--- src/rtl/woi_pkg.sv ---
// Shared types and defaults for the window-of-interest packer and its
// detector wrapper.
//   WOI_DATA_W     : default pixel width
//   WOI_DATA_DELAY : default detector pipeline depth (pixel re-alignment)
//   woi_state_e    : packer frame state
//   fifo_entry_t   : {sow, eol, data} FIFO word at the default pixel width
package woi_pkg;

  localparam int WOI_DATA_W     = 24;
  localparam int WOI_DATA_DELAY = 2;

  typedef enum logic [1:0] {
    WAIT_SOW = 2'd0,
    PASS     = 2'd1,
    DROP     = 2'd2
  } woi_state_e;

  typedef struct packed {
    logic                  sow;
    logic                  eol;
    logic [WOI_DATA_W-1:0] data;
  } fifo_entry_t;

endpackage

--- src/rtl/woi_sync_fifo.sv ---
// Generic single-clock FIFO, read data presented at the read pointer.
//   clk, rst      : clock, synchronous active-high reset (flushes pointers)
//   push_i/wdata_i: write request; ignored while full (no write-through)
//   pop_i         : read request; ignored while empty
//   rdata_o       : word at read pointer, forced to 0 while empty
//   full_o/empty_o: status from current pointers only
// DEPTH must be a power of two, >= 4.
module woi_sync_fifo #(
  parameter int W     = 8,
  parameter int DEPTH = 4
) (
  input  logic         clk,
  input  logic         rst,
  input  logic         push_i,
  input  logic [W-1:0] wdata_i,
  input  logic         pop_i,
  output logic [W-1:0] rdata_o,
  output logic         full_o,
  output logic         empty_o
);

  localparam int AW = $clog2(DEPTH);

  // One extra pointer bit tells full from empty when the addresses match.
  logic [AW:0]  wptr_q, rptr_q;
  logic [W-1:0] mem_q [DEPTH];
  logic         do_push, do_pop;

  assign full_o  = (wptr_q[AW] != rptr_q[AW]) && (wptr_q[AW-1:0] == rptr_q[AW-1:0]);
  assign empty_o = (wptr_q == rptr_q);
  assign do_push = push_i & ~full_o;
  assign do_pop  = pop_i & ~empty_o;

  always_ff @(posedge clk) begin
    if (rst) begin
      wptr_q <= '0;
      rptr_q <= '0;
    end else begin
      if (do_push) wptr_q <= wptr_q + (AW+1)'(1);
      if (do_pop)  rptr_q <= rptr_q + (AW+1)'(1);
    end
  end

  // Storage needs no reset: it is only observed through a non-empty FIFO.
  always_ff @(posedge clk) begin
    if (do_push) mem_q[wptr_q[AW-1:0]] <= wdata_i;
  end

  assign rdata_o = empty_o ? '0 : mem_q[rptr_q[AW-1:0]];

endmodule

--- src/rtl/woi_axis_packer.sv ---
// Packs in-window pixels from the window-of-interest detector into an
// AXI4-Stream master with frame-level drop on overflow.
//   clk, rst            : clock, synchronous active-high reset
//   video_data          : raw pixel, timed like the detector's inputs
//   window_enable/eol/sow: detector strobes (already DATA_DELAY late)
//   m_axis_*            : AXI4-Stream master; tuser = start of window,
//                         tlast = end of window line
//   overflow            : sticky, set on any drop
//   drop_pulse          : one cycle per discarded in-window pixel
// Optional: define WOI_AXIS_STATS_EN to add frame_cnt / dropped_frames.
module woi_axis_packer
  import woi_pkg::*;
#(
  parameter int DATA_W     = WOI_DATA_W,
  parameter int DATA_DELAY = WOI_DATA_DELAY,
  parameter int FIFO_DEPTH = 64
) (
  input  logic              clk,
  input  logic              rst,
  input  logic [DATA_W-1:0] video_data,
  input  logic              window_enable,
  input  logic              eol,
  input  logic              sow,
  output logic [DATA_W-1:0] m_axis_tdata,
  output logic              m_axis_tvalid,
  input  logic              m_axis_tready,
  output logic              m_axis_tuser,
  output logic              m_axis_tlast,
  output logic              overflow,
  output logic              drop_pulse
`ifdef WOI_AXIS_STATS_EN
  ,
  output logic [15:0]       frame_cnt,
  output logic [15:0]       dropped_frames
`endif
);

  // Same layout as fifo_entry_t, sized by this instance's DATA_W.
  typedef struct packed {
    logic              sow;
    logic              eol;
    logic [DATA_W-1:0] data;
  } entry_t;

  logic [DATA_W-1:0] pix_d;
  entry_t            wr_entry, rd_entry;
  logic              full, empty, push, drop;
  logic              overflow_q, drop_q;
  woi_state_e        state_q, state_d;

  // ---- pixel re-alignment to the detector strobes ----
  generate
    if (DATA_DELAY == 0) begin : g_nodly
      assign pix_d = video_data;
    end else begin : g_dly
      logic [DATA_DELAY-1:0][DATA_W-1:0] dly_q;
      always_ff @(posedge clk) begin
        if (rst) begin
          dly_q <= '0;
        end else begin
          dly_q[0] <= video_data;
          for (int i = 1; i < DATA_DELAY; i++) dly_q[i] <= dly_q[i-1];
        end
      end
      assign pix_d = dly_q[DATA_DELAY-1];
    end
  endgenerate

  // ---- frame state machine ----
  always_ff @(posedge clk) begin
    if (rst) state_q <= WAIT_SOW;
    else     state_q <= state_d;
  end

  always_comb begin
    state_d = state_q;
    push    = 1'b0;
    drop    = 1'b0;
    case (state_q)
      PASS: begin
        // A back-to-back sow is just another write while in PASS.
        if (window_enable) begin
          if (!full) begin
            push = 1'b1;
          end else begin
            drop    = 1'b1;
            state_d = DROP;
          end
        end
      end
      default: begin
        // WAIT_SOW and DROP resynchronise identically on a new frame; a
        // frame whose sow cannot be stored is abandoned back in WAIT_SOW.
        if (window_enable && sow) begin
          if (!full) begin
            push    = 1'b1;
            state_d = PASS;
          end else begin
            drop    = 1'b1;
            state_d = WAIT_SOW;
          end
        end else if (window_enable && state_q == DROP) begin
          drop = 1'b1;
        end
      end
    endcase
  end

  // ---- FIFO ----
  assign wr_entry = {sow, eol, pix_d};

  woi_sync_fifo #(
    .W     ($bits(entry_t)),
    .DEPTH (FIFO_DEPTH)
  ) u_fifo (
    .clk     (clk),
    .rst     (rst),
    .push_i  (push),
    .wdata_i (wr_entry),
    .pop_i   (m_axis_tvalid & m_axis_tready),
    .rdata_o (rd_entry),
    .full_o  (full),
    .empty_o (empty)
  );

  assign m_axis_tvalid = ~empty;
  assign m_axis_tdata  = rd_entry.data;
  assign m_axis_tuser  = rd_entry.sow;
  assign m_axis_tlast  = rd_entry.eol;

  // ---- drop reporting, registered so it lines up with the output beat ----
  always_ff @(posedge clk) begin
    if (rst) begin
      overflow_q <= 1'b0;
      drop_q     <= 1'b0;
    end else begin
      overflow_q <= overflow_q | drop;
      drop_q     <= drop;
    end
  end

  assign overflow   = overflow_q;
  assign drop_pulse = drop_q;

`ifdef WOI_AXIS_STATS_EN
  // A frame is lost either when PASS first drops, or when its sow is refused.
  logic        drop_frame;
  logic [15:0] frame_cnt_q, dropped_q;

  assign drop_frame = drop & ((state_q == PASS) | sow);

  always_ff @(posedge clk) begin
    if (rst) begin
      frame_cnt_q <= '0;
      dropped_q   <= '0;
    end else begin
      if (push && sow) frame_cnt_q <= frame_cnt_q + 16'd1;
      if (drop_frame)  dropped_q   <= dropped_q + 16'd1;
    end
  end

  assign frame_cnt      = frame_cnt_q;
  assign dropped_frames = dropped_q;
`endif

endmodule

--- config.mk ---
export PLATFORM = sky130hd
export DESIGN_NAME = woi_axis_packer
export DESIGN_NICKNAME = d
export VERILOG_FILES = /design/src/rtl/woi_pkg.sv /design/src/rtl/woi_sync_fifo.sv /design/src/rtl/woi_axis_packer.sv
export SDC_FILE = /design/constraint.sdc
export NUM_CORES = 2
export LEC_CHECK = 0
export CELL_PAD_IN_SITES_DETAIL_PLACEMENT = 1
export CELL_PAD_IN_SITES_GLOBAL_PLACEMENT = 1
export CORE_MARGIN = 4
export CORE_UTILIZATION = 55
export CTS_BUF_LIST = sky130_fd_sc_hd__clkbuf_8
export DETAILED_ROUTE_END_ITERATION = 16
export HOLD_SLACK_MARGIN = 0.15
export PLACE_DENSITY_LB_ADDON = 0.1
export REMOVE_ABC_BUFFERS = 1
export SKIP_CTS_REPAIR_TIMING = 1
export SLEW_MARGIN = 20
export SYNTH_ARGS = -nofsm -noshare
export SYNTH_HDL_FRONTEND = slang
export SYNTH_SLANG_ARGS = --single-unit
--- constraint.sdc ---
create_clock -name clk -period 3.4 [get_ports clk]
set_input_delay 0.68 -clock clk [delete_from_list [all_inputs] [get_ports clk]]
set_output_delay 0.68 -clock clk [all_outputs]
set_load 0.005 [all_outputs]
After elaboration in Yosys (flattened, before gate mapping)
Memory sizes are Yosys's and may differ from the RTL's. A register that Yosys moved wholly into a read port is not among the register bits.
Index checks and enable logic that the tools add are counted.
{ "totals": {"regBits": 66, "ramBits": 1664, "inputBits": 30, "out_inout_bits": 29, "word_cells": 47, "memories": 1} }
{ "classes": {"n_addsub": 2, "eq_ne": 7, "mux": 19, "n_bitwise": 6, "n_reduce_logical": 5} }
{ "mem_list": {"columns": ["name", "words", "word_bits", "read_ports", "rd_ports_with_merged_regs", "write_ports", "line", "rtl"], "rows": [
  ["u_fifo.mem_q", 64, 26, 1, 1, 1, "woi_sync_fifo.sv:26", "logic [W-1:0] mem_q [DEPTH];"]
]} }
{ "ops": {"columns": ["cell", "count"], "rows": [
  ["2-to-1 mux 26 bit", 1],
  ["adder 7 x 1 -> 7 bit, second input constant", 2],
  ["2-to-1 mux 1 bit", 12],
  ["2-to-1 mux 6 bit", 2],
  ["2-to-1 mux 2 bit", 4],
  ["== test 7 bit", 1],
  ["== test 6 bit", 1],
  ["!= test 2 bit, second input constant", 2],
  ["AND 1 bit", 3],
  ["logical AND 1 bit", 3],
  ["AND reduction 3 bit", 1],
  ["== test 2 x 1 -> 1 bit, second input constant", 1],
  ["== test 2 bit, second input constant", 1],
  ["inverter 1 bit", 2],
  ["nonzero test 2 bit", 1],
  ["!= test 1 bit", 1],
  ["OR 1 bit", 1]
]} }

Longest topological paths before layout
{ "logic_depth": {"ltp_word": 8, "mapped_depth": 10, "mapped_depth_nobuf": 5} }

Hierarchy
A second synthesis with hierarchy kept.
{ "hier_totals": {"cells_unflattened": 2772, "area_unflattened_um2": 66007.1} }
{ "by_module_without_submodules": {"columns": ["module", "n_inst", "cells_per_inst", "area_per_inst_um2", "seq_area_each_um2"], "rows": [
  ["woi_sync_fifo", 1, 2648, 64505.6, 50368.3],
  ["woi_axis_packer", 1, 124, 1501.4, 1041.0]
]} }

Worst setup path before layout
No wires, ideal clock.
{ "synth_timing": {"path_type": "register to register", "startpoint": "reg u_fifo.wptr_q[0]", "endpoint": "mem u_fifo.mem_q[61][0] in the netlist's numbering (enable)", "setup_time_ns": 0.409, "arrival_ns": 2.665, "t_required_ns": 2.991, "setup_slack_ns": 0.326, "stages_incl_launch_ff": 7, "n_path_buf": 1, "period_less_slack_ns": 3.074, "cell_sequence": "dfxtp_1 -> xnor2_1 -> and4_1 -> buf_2 -> a21boi_0 -> nand2_1 -> nor2_1"} }
{ "synth_between": {"elab_chain_len": 8, "word_cells_on_any_way": 10, "cone_classes": "1 x eq/ne; 6 x mux; 2 x bitwise; 1 x reduce/logical"} }
{ "synth_rtl": {"columns": ["element", "line", "rtl"], "rows": [
  ["from (decl)", "woi_sync_fifo.sv:25", "logic [AW:0] wptr_q, rptr_q;"],
  ["from (signal assigned)", "woi_sync_fifo.sv:39", "if (do_push) wptr_q <= wptr_q + (AW+1)'(1);"],
  ["== test 6 bit", "woi_sync_fifo.sv:29", "assign full_o = (wptr_q[AW] != rptr_q[AW]) && (wptr_q[AW-1:0] == rptr_q[AW-1:0]);"],
  ["logical AND 1 bit", "woi_sync_fifo.sv:29", null],
  ["2-to-1 mux 1 bit", "woi_axis_packer.sv:83, woi_axis_packer.sv:95", null],
  ["2-to-1 mux 1 bit, on equally long branches", "woi_axis_packer.sv:94, woi_axis_packer.sv:82", null],
  ["2-to-1 mux 1 bit", "woi_axis_packer.sv:79", "case (state_q)"],
  ["AND 1 bit", "woi_sync_fifo.sv:31", "assign do_push = push_i & ~full_o;"],
  ["2-to-1 mux 1 bit", "woi_sync_fifo.sv:46", "if (do_push) mem_q[wptr_q[AW-1:0]] <= wdata_i;"],
  ["2-to-1 mux 1 bit (implied by the code)", "woi_sync_fifo.sv:46", null],
  ["to (decl)", "woi_sync_fifo.sv:26", null]
]} }
Several ways; a longest one is shown, not always the timed one.

==> out/results.txt <==
Largest family of logic cells by synthesized area = multiplexers
Largest net degree at the start of global routing = 65
CP max FO = 6
RSZ-0062 raised after global routing = yes
Dpl ws = -0.353 ns
Die Wd = 354 um
Routed Antenna Nets = 0
Top FF cell, synth = edfxtp_1
Status = finished, violations left
Slowest-stage cell, CP = mux4_2
Skew final = 0.0590 ns
Dpl hpwl = 99300 um
DIE AREA = 125000 um2
Mapped Cells = 2740
Most frequent cells in the layout = edfxtp_1 (1664), mux4_2 (511), clkbuf_8 (310)
Share of layout cells above drive strength 1 = 40.0%
CP Class = reg -> out
Multi-input gate area = 14300 um2
Reg-to-reg critical path startpoint = state_q[0]
Drt first pass iters = 5
CTS tree = built
Overall Power = 44.4 mW
Vias/cell = 6.39
DR DRC count = 0
Num CTS Buffers = 295
Wire per inst = 34.8 um
Vias in the first global route = 34327
FF-to-FF setup slack = 0.77 ns
Synthesized area = 65700 um2
Simple-gate share of the synthesized area = 1.63%
Total grt overflow = 0
Multiplexer share of the synthesized area = 17.8%
Crit-path cells = buf_8, buf_16, buf_6, buf_4, mux4_2, mux4_2, a22oi_2, buf_6, nand2_4, clkbuf_2
Global router's overall resource usage = 28.1%
Crit Reg-Reg Endpoint = u_fifo.mem_q[25][13]
CTS sink cnt = 1736
Failing checks = setup timing
Max-Cap Viols = 0
Yosys reg bits = 1736
F_max = 233 MHz
Final worst slack = -0.900 ns
Clock root cell = clkbuf_8
Min-Delay Path Class = in -> reg
Area growth from synthesis to layout = 19.4%
Synth Area in XOR/XNOR = 0.200%
Asr flop ratio synth = 0%
# nets final = 3376
Slew margin rel. = 29.1%
Initial cell density of the core = 55.5%
CP Capture Type = output port
Fillers = 9139
Yosys warns = 0
Sequential fraction of the synthesis area = 78.2%
Worst slew pin tran = 1.06 ns
Final setup viols = 26
CP Launch Type = register
Synth unique cells = 47
Final period utilization = 126%
Final min period = 4.30 ns
Worst stage delay on the critical path = 0.60 ns
CP arrival = 3.62 ns
Final core occ = 66.3%
CTS H-tree lvls = 5
Hold Path Origin = sow
Critical Path RT = 2.72 ns
Leakage Power = 23.4 nW
Core area = 118000 um2
Post-synth EDFFs = 1664
Worst Reg-to-Reg Cells = 8
Synth Area in Compound Gates = 0.940%
Initial antenna violation count = 6
Global placer's final weighted congestion = 0.798
Area share of fa/ha/maj cells after synthesis = 0.0381%
Clk slew on worst S/H paths = 0.06 ns
Fin. Hold Viols = 0
Syn avg cell area = 24.0 um2
Iter 0 DRT Violations = 3690
Storage cell area = 51500 um2
Pins Over Slew Limit = 0
Row count = 126
Buffers on Ports = 58
Worst Hold Depth = 2
CTS Buffer Depth = 4
Die H = 354 um
Maximum VDD drop = 0.491 mV
I/O pin cnt = 59
Total Wirelength = 179000 um
Min-Delay Endpoint = u_fifo.mem_q[60][25]
Global-route wire length before repair = 247000 um
Routed via count = 32941
Power Density = 565 nW/um2
Clk Latency, worst-skew pair = 1.01 ns
Commonest non-fill, non-tap cell in the layout = edfxtp_1
==> synth_stat cells (2+ instances only) <==
cell type	instances	area, um2
a22oi_1	35	263
nor2_1	86	323
a32oi_1	10	87.6
dfxtp_1	72	1440
mux4_2	511	11500
buf_2	47	235
a21oi_1	9	45.0
buf_4	17	128
and3_1	2	12.5
nand2b_1	9	56.3
nand3_1	12	60.1
or2_2	2	12.5
nor2b_1	53	332
a211oi_2	4	50.1
o211ai_1	3	22.5
buf_1	16	60.1
nand3b_1	3	22.5
o21ai_0	3	15.0
ha_1	2	25.0
nand4_1	2	12.5
edfxtp_1	1664	50000
clkbuf_1	43	161
xnor2_1	11	96.3
a211oi_1	3	22.5
nand2_1	49	184
buf_6	15	169
inv_1	6	22.5
mux2i_1	19	190
xor2_1	4	35.0
and2_1	2	12.5
o21ai_1	10	50.1
==> layer usage <==
layer | track usage [%] | wire length [um] | up-vias
li1 | - | - | 12995
met1 | 38.8 | 69300 | 17849
met2 | 43.7 | 87400 | 1755
met3 | 8.45 | 17000 | 338
met4 | 9.48 | 5380 | 4
met5 | 0 | 29 | -
==> cell type report <==
cell class | count | share of cell area, %
Clock buffer | 310 | 5.43
Tap cell | 1600 | 2.55
Inverter | 8 | 0.0382
Antenna cell | 3 | 0.00956
Multi-Input combinational cell | 858 | 18.3
Sequential cell | 1736 | 65.6
Timing Repair Buffer | 445 | 7.08
Clock inverter | 192 | 1.04
==> where the power goes <==
group	switching (mW)	total [mW]	internal [mW]
registers	0.241	23.7	23.4
clock network	8.06	16.6	8.52
logic	1.93	4.16	2.23
total	10.2	44.4	34.2
==> worst max-delay path, delay by kind of cell (launching register included) <==
family / cells / cell delay [ns]
flip-flops: 1 / 0.45
AO/OA/AOI/OAI: 1 / 0.22
buffers and inverters: 6 / 0.79
multiplexers: 2 / 1.10
AND/OR/NAND/NOR: 1 / 0.05
==> through the flow <==
stage	instance area, um2	hold slack [ns]	cells	TNS, ns
global route	78500	0.192	5150	-24.60
global placement	71400	0.416	4529	-3.94
finish	78500	0.253	5152	-21.65
detailed placement	71400	0.427	4530	-4.12
CTS	76500	0.140	5032	-33.24
floorplan	65000	0.414	2602	-319.54
==> kinds of logic (layout without fill, tap and decap cells) <==
kind of cell	after synthesis	in the layout
AOI/OAI and AO/OA	84	84
xor gates and xnor gates	15	15
adders and majority gates	2	2
buffers and inverters	146	955
DFF	1736	1736
muxes	531	531
other	0	3
and+or+nand+nor	226	226
==> state kept, by name, summed over array words and instances, names as in the netlist, named ones only <==
register / cells
state_q: 2
u_fifo.mem_q: 1664
drop_pulse: 1
pix_d: 24
overflow: 1
u_fifo.rptr_q: 7
u_fifo.wptr_q: 7
g_dly.dly_q: 24
==> worst max-delay path by stage <==
stage / end / slack (ns) / cells after the start
floorplan: m_axis_tlast / -12.53 / 5
global placement: m_axis_tdata[1] / -0.27 / 8
detailed placement: m_axis_tdata[1] / -0.35 / 8
CTS: m_axis_tdata[1] / -1.47 / 8
global route: m_axis_tdata[7] / -1.01 / 10
finish: m_axis_tdata[14] / -0.90 / 10
Power figures use the tool's default switching activity.
